`config.mk`:
```
export PLATFORM = sky130hd
export DESIGN_NAME = ad9958_spi_master
export DESIGN_NICKNAME = d
export VERILOG_FILES = /design/src/rtl/ad9958_spi_master.sv
export SDC_FILE = /design/constraint.sdc
export NUM_CORES = 1
export LEC_CHECK = 0
export BUFFER_PORTS_ARGS = -buffer_cell sky130_fd_sc_hd__buf_2
export CAP_MARGIN = 20
export CELL_PAD_IN_SITES_DETAIL_PLACEMENT = 0
export CELL_PAD_IN_SITES_GLOBAL_PLACEMENT = 2
export CORE_ASPECT_RATIO = 2
export CORE_UTILIZATION = 31
export CTS_CLUSTER_SIZE = 14
export DETAILED_ROUTE_END_ITERATION = 8
export GPL_ROUTABILITY_DRIVEN = 0
export MAX_ROUTING_LAYER = met4
export PLACE_DENSITY_LB_ADDON = 0.1
export SYNTH_ARGS = -nofsm -noshare
export SYNTH_HDL_FRONTEND = slang
export SYNTH_SLANG_ARGS = --single-unit
```
`constraint.sdc`:
```
create_clock -name clock -period 3 [get_ports clock]
set_input_delay 0.6 -clock clock [delete_from_list [all_inputs] [get_ports clock]]
set_output_delay 0.6 -clock clock [all_outputs]
set_load 0.05 [all_outputs]
```
`src/rtl/ad9958_spi_master.sv`:
```
// ad9958_spi_master: autonomous AD9958 loader. Pulses master reset, writes CSR/FR1,
// then streams FTW/ASF for both channels forever with an IO_UPDATE pulse per frame.
`timescale 1ns/1ps
module ad9958_spi_master #(
    parameter int unsigned CLK_DIV      = 2,
    parameter int unsigned RESET_CYCLES = 16,
    parameter int unsigned IOUP_CYCLES  = 4,
    parameter int unsigned CS_GAP       = 2,
    parameter logic [23:0] FR1_VALUE    = 24'hD00000
) (
    input  logic        clock,
    input  logic        reset,
    input  logic [31:0] ftw_ch0,
    input  logic [31:0] ftw_ch1,
    input  logic [9:0]  asf_ch0,
    input  logic [9:0]  asf_ch1,
    output logic        cs,
    output logic        sclk,
    output logic [3:0]  sdio,
    output logic        master_reset,
    output logic        io_update
);

    localparam int unsigned CNT_W     = 16;
    localparam int unsigned PH_W      = $clog2(2 * CLK_DIV);
    localparam int unsigned BIT_W     = 6;
    localparam int unsigned WORD_W    = 40;
    localparam int unsigned INIT_IDLE = 16;

    // Transaction slots: 0 CSR init, 1 FR1, 2..7 the per-frame writes
    localparam logic [2:0] TXN_CSR_INIT = 3'd0;
    localparam logic [2:0] TXN_FR1      = 3'd1;
    localparam logic [2:0] TXN_FRAME0   = 3'd2;
    localparam logic [2:0] TXN_LAST     = 3'd7;

    typedef enum logic [2:0] {
        ST_RST,
        ST_MRESET,
        ST_INIT_WAIT,
        ST_XFER,
        ST_GAP,
        ST_LOAD,
        ST_IOUP
    } state_t;

    state_t              r_state, w_state_nxt;
    logic [CNT_W-1:0]    r_cnt, w_cnt_nxt;
    logic [PH_W-1:0]     r_ph, w_ph_nxt;
    logic [BIT_W-1:0]    r_bit, w_bit_nxt;
    logic [BIT_W-1:0]    r_nbits, w_nbits_nxt;
    logic [WORD_W-1:0]   r_shift, w_shift_nxt;
    logic [2:0]          r_txn, w_txn_nxt;
    logic [31:0]         r_sh_ftw0, r_sh_ftw1, w_sh_ftw0_nxt, w_sh_ftw1_nxt;
    logic [9:0]          r_sh_asf0, r_sh_asf1, w_sh_asf0_nxt, w_sh_asf1_nxt;
    logic                r_cs, r_sclk, r_sdio0, r_mreset, r_ioup;
    logic                w_cs_nxt, w_sclk_nxt, w_sdio0_nxt, w_mreset_nxt, w_ioup_nxt;
    logic                w_start;
    logic [BIT_W+WORD_W-1:0] w_word;

    assign cs           = r_cs;
    assign sclk         = r_sclk;
    assign sdio         = {3'b000, r_sdio0};
    assign master_reset = r_mreset;
    assign io_update    = r_ioup;

    // Bit count and MSB-aligned instruction+data word for a transaction slot
    function automatic logic [BIT_W+WORD_W-1:0] build_word(
        input logic [2:0]  idx,
        input logic [31:0] f0,
        input logic [31:0] f1,
        input logic [9:0]  a0,
        input logic [9:0]  a1
    );
        logic [BIT_W+WORD_W-1:0] w;
        case (idx)
            3'd0:    w = {6'd16, 8'h00, 8'h00, 24'h000000};
            3'd1:    w = {6'd32, 8'h01, FR1_VALUE, 8'h00};
            3'd2:    w = {6'd16, 8'h00, 8'h40, 24'h000000};
            3'd3:    w = {6'd40, 8'h04, f0};
            3'd4:    w = {6'd32, 8'h06, 8'h00, 6'b000100, a0, 8'h00};
            3'd5:    w = {6'd16, 8'h00, 8'h80, 24'h000000};
            3'd6:    w = {6'd40, 8'h04, f1};
            default: w = {6'd32, 8'h06, 8'h00, 6'b000100, a1, 8'h00};
        endcase
        return w;
    endfunction

    // State and datapath registers; reset restarts the whole sequence
    always_ff @(posedge clock) begin
        if (reset) begin
            r_state   <= ST_RST;
            r_cnt     <= '0;
            r_ph      <= '0;
            r_bit     <= '0;
            r_nbits   <= '0;
            r_shift   <= '0;
            r_txn     <= '0;
            r_sh_ftw0 <= '0;
            r_sh_ftw1 <= '0;
            r_sh_asf0 <= '0;
            r_sh_asf1 <= '0;
            r_cs      <= 1'b1;
            r_sclk    <= 1'b0;
            r_sdio0   <= 1'b0;
            r_mreset  <= 1'b1;
            r_ioup    <= 1'b0;
        end else begin
            r_state   <= w_state_nxt;
            r_cnt     <= w_cnt_nxt;
            r_ph      <= w_ph_nxt;
            r_bit     <= w_bit_nxt;
            r_nbits   <= w_nbits_nxt;
            r_shift   <= w_shift_nxt;
            r_txn     <= w_txn_nxt;
            r_sh_ftw0 <= w_sh_ftw0_nxt;
            r_sh_ftw1 <= w_sh_ftw1_nxt;
            r_sh_asf0 <= w_sh_asf0_nxt;
            r_sh_asf1 <= w_sh_asf1_nxt;
            r_cs      <= w_cs_nxt;
            r_sclk    <= w_sclk_nxt;
            r_sdio0   <= w_sdio0_nxt;
            r_mreset  <= w_mreset_nxt;
            r_ioup    <= w_ioup_nxt;
        end
    end

    // Next-state and next-output logic
    always_comb begin
        w_state_nxt   = r_state;
        w_cnt_nxt     = r_cnt;
        w_ph_nxt      = r_ph;
        w_bit_nxt     = r_bit;
        w_nbits_nxt   = r_nbits;
        w_shift_nxt   = r_shift;
        w_txn_nxt     = r_txn;
        w_sh_ftw0_nxt = r_sh_ftw0;
        w_sh_ftw1_nxt = r_sh_ftw1;
        w_sh_asf0_nxt = r_sh_asf0;
        w_sh_asf1_nxt = r_sh_asf1;
        w_cs_nxt      = r_cs;
        w_sclk_nxt    = r_sclk;
        w_sdio0_nxt   = r_sdio0;
        w_mreset_nxt  = r_mreset;
        w_ioup_nxt    = r_ioup;
        w_start       = 1'b0;
        w_word        = '0;

        case (r_state)
            ST_RST: begin
                w_state_nxt  = ST_MRESET;
                w_cnt_nxt    = CNT_W'(1);
                w_mreset_nxt = 1'b1;
            end
            ST_MRESET: begin
                if (r_cnt >= CNT_W'(RESET_CYCLES - 1)) begin
                    w_mreset_nxt = 1'b0;
                    w_cnt_nxt    = '0;
                    w_state_nxt  = ST_INIT_WAIT;
                end else begin
                    w_cnt_nxt = r_cnt + CNT_W'(1);
                end
            end
            ST_INIT_WAIT: begin
                if (r_cnt == CNT_W'(INIT_IDLE - 1)) begin
                    w_start   = 1'b1;
                    w_txn_nxt = TXN_CSR_INIT;
                end else begin
                    w_cnt_nxt = r_cnt + CNT_W'(1);
                end
            end
            ST_XFER: begin
                if (r_ph == PH_W'(2 * CLK_DIV - 1)) begin
                    // Falling SCLK: advance to the next bit or close the transaction
                    w_ph_nxt   = '0;
                    w_sclk_nxt = 1'b0;
                    if (r_bit == r_nbits - BIT_W'(1)) begin
                        w_cs_nxt    = 1'b1;
                        w_sdio0_nxt = 1'b0;
                        w_cnt_nxt   = '0;
                        w_state_nxt = ST_GAP;
                    end else begin
                        w_bit_nxt   = r_bit + BIT_W'(1);
                        w_sdio0_nxt = r_shift[WORD_W-1];
                        w_shift_nxt = {r_shift[WORD_W-2:0], 1'b0};
                    end
                end else begin
                    w_ph_nxt = r_ph + PH_W'(1);
                    if (r_ph == PH_W'(CLK_DIV - 1)) begin
                        w_sclk_nxt = 1'b1;
                    end
                end
            end
            ST_GAP: begin
                if (r_cnt >= CNT_W'(CS_GAP - 1)) begin
                    if (r_txn == TXN_FR1) begin
                        w_state_nxt = ST_LOAD;
                    end else if (r_txn == TXN_LAST) begin
                        w_ioup_nxt  = 1'b1;
                        w_cnt_nxt   = '0;
                        w_state_nxt = ST_IOUP;
                    end else begin
                        w_start   = 1'b1;
                        w_txn_nxt = r_txn + 3'd1;
                    end
                end else begin
                    w_cnt_nxt = r_cnt + CNT_W'(1);
                end
            end
            ST_LOAD: begin
                // Snapshot inputs; the frame's first write (CSR) needs no shadow data
                w_sh_ftw0_nxt = ftw_ch0;
                w_sh_ftw1_nxt = ftw_ch1;
                w_sh_asf0_nxt = asf_ch0;
                w_sh_asf1_nxt = asf_ch1;
                w_start       = 1'b1;
                w_txn_nxt     = TXN_FRAME0;
            end
            ST_IOUP: begin
                if (r_cnt >= CNT_W'(IOUP_CYCLES - 1)) begin
                    w_ioup_nxt  = 1'b0;
                    w_state_nxt = ST_LOAD;
                end else begin
                    w_cnt_nxt = r_cnt + CNT_W'(1);
                end
            end
            default: begin
                w_state_nxt = ST_RST;
            end
        endcase

        // Transaction start: CS falls with the MSB already on SDIO
        if (w_start) begin
            w_word      = build_word(w_txn_nxt, r_sh_ftw0, r_sh_ftw1, r_sh_asf0, r_sh_asf1);
            w_state_nxt = ST_XFER;
            w_cs_nxt    = 1'b0;
            w_sclk_nxt  = 1'b0;
            w_ph_nxt    = '0;
            w_bit_nxt   = '0;
            w_nbits_nxt = w_word[BIT_W+WORD_W-1:WORD_W];
            w_sdio0_nxt = w_word[WORD_W-1];
            w_shift_nxt = {w_word[WORD_W-2:0], 1'b0};
        end
    end

endmodule

```
**Word-level counts from Yosys, hierarchy flattened**

Index checks and enable logic that the tools add are counted.

- Register bits after elaboration: 164
- Bits in latches: 0
- Word-level logic and storage cells: 137
- Bits in read-only memories: 0
- Memories kept: 0
- Output and inout bits: 8
- Memory bits (writable): 0

- Multiply operators: 0
- Bitwise logic cells: 2
- Reduce and logical (&&, ||, !) cells: 21
- Eq/ne operators: 38
- Order comparisons: 3
- Muxes and demuxes: 51
- Divide/modulo/power cells: 0
- Add/sub/neg operators: 5
- Shifts and indexed selects: 0

Operators with widths:

| cell | count |
|---|---|
| $pmux 46 s7 | 1 |
| $mux 40 | 4 |
| $mux 16 | 8 |
| $pmux 16 s6 | 1 |
| $mux 3 | 11 |
| $ne 3x3->1 const B | 8 |
| $eq 3x3->1 const B | 7 |
| $reduce_and 7->1 | 3 |
| $ne 2x2->1 const B | 10 |
| $mux 1 | 19 |
| $pmux 3 s6 | 1 |
| $add 16x1->16 const B | 1 |
| $eq 16x4->1 const B | 1 |
| $ge 16x1->1 const B | 1 |
| $ge 16x2->1 const B | 1 |
| $ge 16x4->1 const B | 1 |
| $eq 3x2->1 const B | 4 |
| $reduce_bool 2->1 | 6 |
| $eq 3x1->1 const B | 3 |
| $pmux 3 s3 | 1 |
| $reduce_and 3->1 | 3 |
| $add 6x1->6 const B | 1 |
| $eq 6x6->1 | 1 |
| $logic_not 3->1 | 2 |
| 15 further kinds | 21 |

**Longest topological paths before layout**

- Word-level depth: 8
- Mapped depth: 12
- Gate-level depth less buffers: 9

**Least setup slack after synthesis**

No wires, ideal clock.

- Kind: register -> register
- From: register r_cnt[1]
- To: register r_shift[16]
- Path slack: 0.050 ns
- Period minus slack after synthesis: 2.950 ns
- Path buffers: 1
- Setup time: 0.130 ns
- Stages on the path, launching flop included: 11
- Data required time: 2.870 ns
- Arrival: 2.820 ns
- Cell sequence: dfxtp_1 > inv_1 > ha_1 > or4b_2 > or4_1 > a211oi_1 > or3_1 > buf_2 > nor2_1 > a221oi_1 > o22ai_1

- Longest elaborated chain between the ends: 6
- Elaborated cells on any way between the ends: 21
- Classes of those cells: order compare: 1; eq/ne: 8; mux: 8; reduce/logical: 4

Ends and longest elaborated chain:

| what | line | source |
|---|---|---|
| start, declared | 47 | `logic [CNT_W-1:0] r_cnt, w_cnt_nxt;` |
| start signal, assigned | 109 | `r_cnt <= w_cnt_nxt;` |
| $ge 16x1->1 / $eq 16x4->1 (equally long branches) | 194, 164 |  |
| $mux 3, on equally long branches | 194, 164 |  |
| $pmux 3 s3 | 148 | `case (r_state)` |
| $eq 3x3->1, or another cell as far along | 75 | `case (idx)` |
| $pmux 46 s7 | 75 |  |
| $mux 40 | 232 | `if (w_start) begin` |
| end signal, assigned | 113 | `r_shift <= w_shift_nxt;` |
| end, declared | 51 | `logic [WORD_W-1:0] r_shift, w_shift_nxt;` |

Parallel ways exist; a longest one is shown, timed or not.
A chain may end at the register's enable or synchronous reset.

**Worst setup path after layout**

- From: register r_cnt[1]
- To: register r_shift[11]

The elaborated chain is that of the path after synthesis.

==> results.md <==
* Placed Area at 0.00832 mm2
* Final Hold Viols at 0
* DRT iter0 DRCs at 260
* # fillers at 2483
* Number of synthesis warnings at 0
* Static Leak at 3.58 nW
* Post-detail-place hpwl at 15100 um
* Post-synthesis compound-gate area fraction at 22.1%
* Netlist cell types at 62
* Failing checks: DRC
* Initial Util at 31.5%
* Crit path required time at 3.31 ns
* Core footprint at 0.0231 mm2
* Yosys top cell area share at 44.2%
* Cells after Synth at 891
* Die Wd at 110 um
* Async set-reset flop share out of synthesis at 0%
* XOR/XNOR share of the synthesized area at 2.85%
* Mux contribution to synthesized area at 4.14%
* WL final at 21200 um
* Clock sink total at 161
* Die Area at 0.0242 mm2
* Post-synth top cells: 207 x nand2_1, 161 x dfxtp_1, 110 x a21oi_1
* Clk Latency, worst-skew pair at 0.43 ns
* Max IR drop VDD at 0.393 mV
* Area grow syn2layout at 23.9%
* FP Rows at 79
* Power Total at 6.29 mW
* All-Layer GR Usage at 18.4%
* RSZ-0062 raised after global routing: true
* Worst Setup End Kind: flip-flop
* Vias per inst at 5.22
* Top_reg_cell synth: dfxtp_1
* Maximum clock frequency at 341 MHz
* CTS Root Cell: clkbuf_16
* Synth area leader: dfxtp_1
* Mapped Area at 0.00729 mm2
* CTS H-tree depth at 4
* Final setup fails at 0
* Grt ovf at 0
* EDFF count, synth at 0
* CTS tree: done
* Drt pass-1 iters at 7
* Clk_skew at 0.00700 ns
* PD cells at 696 mW/mm2
* Status: complete, but fails checks
* CP max FO at 10
* Slew @ Worst Pin at 0.819 ns
* Largest net degree at the start of global routing at 85
* Top-count cell post-synth: nand2_1
* Startpoint Class: flip-flop
* Data arrival, critical path at 3.24 ns
* Initial antenna violation count at 0
* Share of layout cells above drive strength 1 at 21.5%
* Number of antenna diodes at 0
* Hold WC Path Type: input pin to flip-flop
* Largest family of logic cells by synthesized area: compound AO/OA/AOI/OAI gates
* Final period util at 97.6%
* TNS Setup at 0 ns
* Clk slew on worst S/H paths at 0.06 ns
* Seq/Total Area, Yosys at 44.2%
* Post-synthesis simple-gate area fraction at 20.0%
* Vias in the first global route at 6681
* Antenna-violating nets left at 0
* Area contributors post-synth: dfxtp_1 44%, nand2_1 11%, a21oi_1 7.5%
* Worst Setup Path Type: flip-flop to flip-flop
* Relative slew slack at 45.4%
* Syn Area/Cell at 8.18 um2
* Area of the multi-input gates at 0.00386 mm2
* Adder-Cell Fraction of Synth Area at 1.72%
* I/O pins at 94
* Port bufs at 90
* DR vias at 6686
* Minimum clock period at 2.93 ns
* Seq. cell area at 0.00322 mm2
* Drt drc at 2
* Post-route cell area at 0.00903 mm2
* Die H at 219 um
* Nets at 1085
* Max clock buf depth at 2
* Seq cells post-synth at 161
* DR WL/cell at 16.5 um
* Max-slew violations at 0
* Number of CTS-inserted buffers at 17
* Max cap viols at 0
* Global-route wire length before repair at 34100 um
## through the flow
step / cells / hold WS (ns) / util [%] / setup slack [ns]
2_1_floorplan: 893 / 0.432 / - / 0.0495
3_3_place_gp: 1252 / 0.442 / 36.0 / -0.168
3_5_place_dp: 1252 / 0.444 / 36.0 / -0.254
4_1_cts: 1281 / 0.369 / 38.7 / 0.0462
5_1_grt: 1282 / 0.380 / 39.1 / -0.0571
6_report: 1282 / 0.398 / 39.1 / 0.0710
## final cells by class
| cell class | instances | share of cell area [%] |
|---|---|---|
| Multi-Input combinational cell | 647 | 42.7 |
| Sequential cell | 161 | 35.7 |
| Timing Repair Buffer | 153 | 11.1 |
| Clock buffer | 23 | 5.29 |
| Tap cell | 283 | 3.92 |
| Clock inverter | 6 | 0.914 |
| Inverter | 9 | 0.374 |
## critical path, stage by stage, from the launching register on
cell,delay (ns)
dfxtp_1,0.33
inv_1,0.06
ha_1,0.18
or4b_4,0.51
or4_4,0.60
a211oi_4,0.26
nor3_2,0.07
buf_4,0.16
buf_4,0.17
o211a_1,0.14
a221oi_2,0.21
o22ai_1,0.11
## routing by layer
layer  wire [um]  vias up  part of all wire [%]  track usage, %
met2       11500      115                    54            34.0
met1        8620     3220                    41            19.2
li1            -     3325                     -               -
met4         434        0                   2.1            7.20
met3         592       26                   2.8            3.40
met5           0        -                     0               -
## worst paths after layout
check,startpoint,to,slack (ns),depth (start not counted)
min reg2reg,r_sh_ftw0[15],r_sh_ftw0[15],0.45,2
max reg2reg,r_cnt[1],r_shift[11],0.07,11
min,ftw_ch1[26],r_sh_ftw1[26],0.40,3
max,r_cnt[1],r_shift[11],0.07,11
## cells by family after synthesis
logic type               after synthesis
buffers and inverters                 85
XOR/XNOR                              22
other                                  1
AO/OA/AOI/OAI                        254
multiplexers                          30
adder cells (fa/ha/maj)               10
flip-flops                           161
AND/OR/NAND/NOR                      328
## placed cells by master (no fill, tap or decap), types with 3 or more instances in the layout
| cell type | n |
|---|---|
| nand2_1 | 206 |
| dfxtp_1 | 161 |
| a21oi_1 | 110 |
| buf_2 | 89 |
| buf_4 | 57 |
| nor2_1 | 43 |
| o21ai_0 | 33 |
| mux2i_1 | 29 |
| a22oi_1 | 19 |
| a221oi_1 | 18 |
| clkbuf_16 | 17 |
| nand3_1 | 14 |
| xnor2_1 | 14 |
| o22ai_1 | 14 |
| a221oi_2 | 11 |
| o211a_1 | 10 |
| ha_1 | 10 |
| inv_1 | 9 |
| nor4_1 | 7 |
| nand4_1 | 7 |
| xor2_1 | 7 |
| nor3_2 | 6 |
| buf_12 | 6 |
| a211oi_1 | 5 |
| o21ai_1 | 5 |
| and3_1 | 4 |
| nand2b_1 | 4 |
| nor3b_1 | 4 |
| nor3_1 | 4 |
| a31oi_1 | 4 |
| or3_1 | 3 |
| a21o_1 | 3 |
| and2_1 | 3 |
| o21bai_1 | 3 |
| conb_1 | 3 |
| clkbuf_1 | 3 |
| clkbuf_8 | 3 |
| clkinv_2 | 3 |
## repair_timing
item / in CTS / in global routing
hold buffers: 0 / 0
gates resized for setup: 14 / 17
pin swaps: 2 / 2
endpoints found under the hold margin: 0 / 0
setup endpoints to repair: 29 / 25
setup buffers: 0 / 1
## flip-flops by register name, summed over array words and instances, names as in the netlist
| name | cells |
|---|---|
| cs | 1 |
| r_txn | 3 |
| r_shift | 39 |
| r_bit | 6 |
| r_cnt | 16 |
| r_sh_asf1 | 10 |
| r_state | 3 |
| r_nbits | 3 |
| sclk | 1 |
| io_update | 1 |
| r_sdio0 | 1 |
| r_sh_ftw0 | 32 |
| r_ph | 2 |
| r_sh_asf0 | 10 |
| master_reset | 1 |
| r_sh_ftw1 | 32 |
## power by group
| group | switching [mW] | total (mW) | internal [mW] |
|---|---|---|---|
| Combinational | 0.965 | 1.65 | 0.684 |
| Sequential | 0.178 | 2.51 | 2.33 |
| Clock | 0.855 | 2.13 | 1.27 |
No activity file was read; power rests on OpenSTA's default activity.
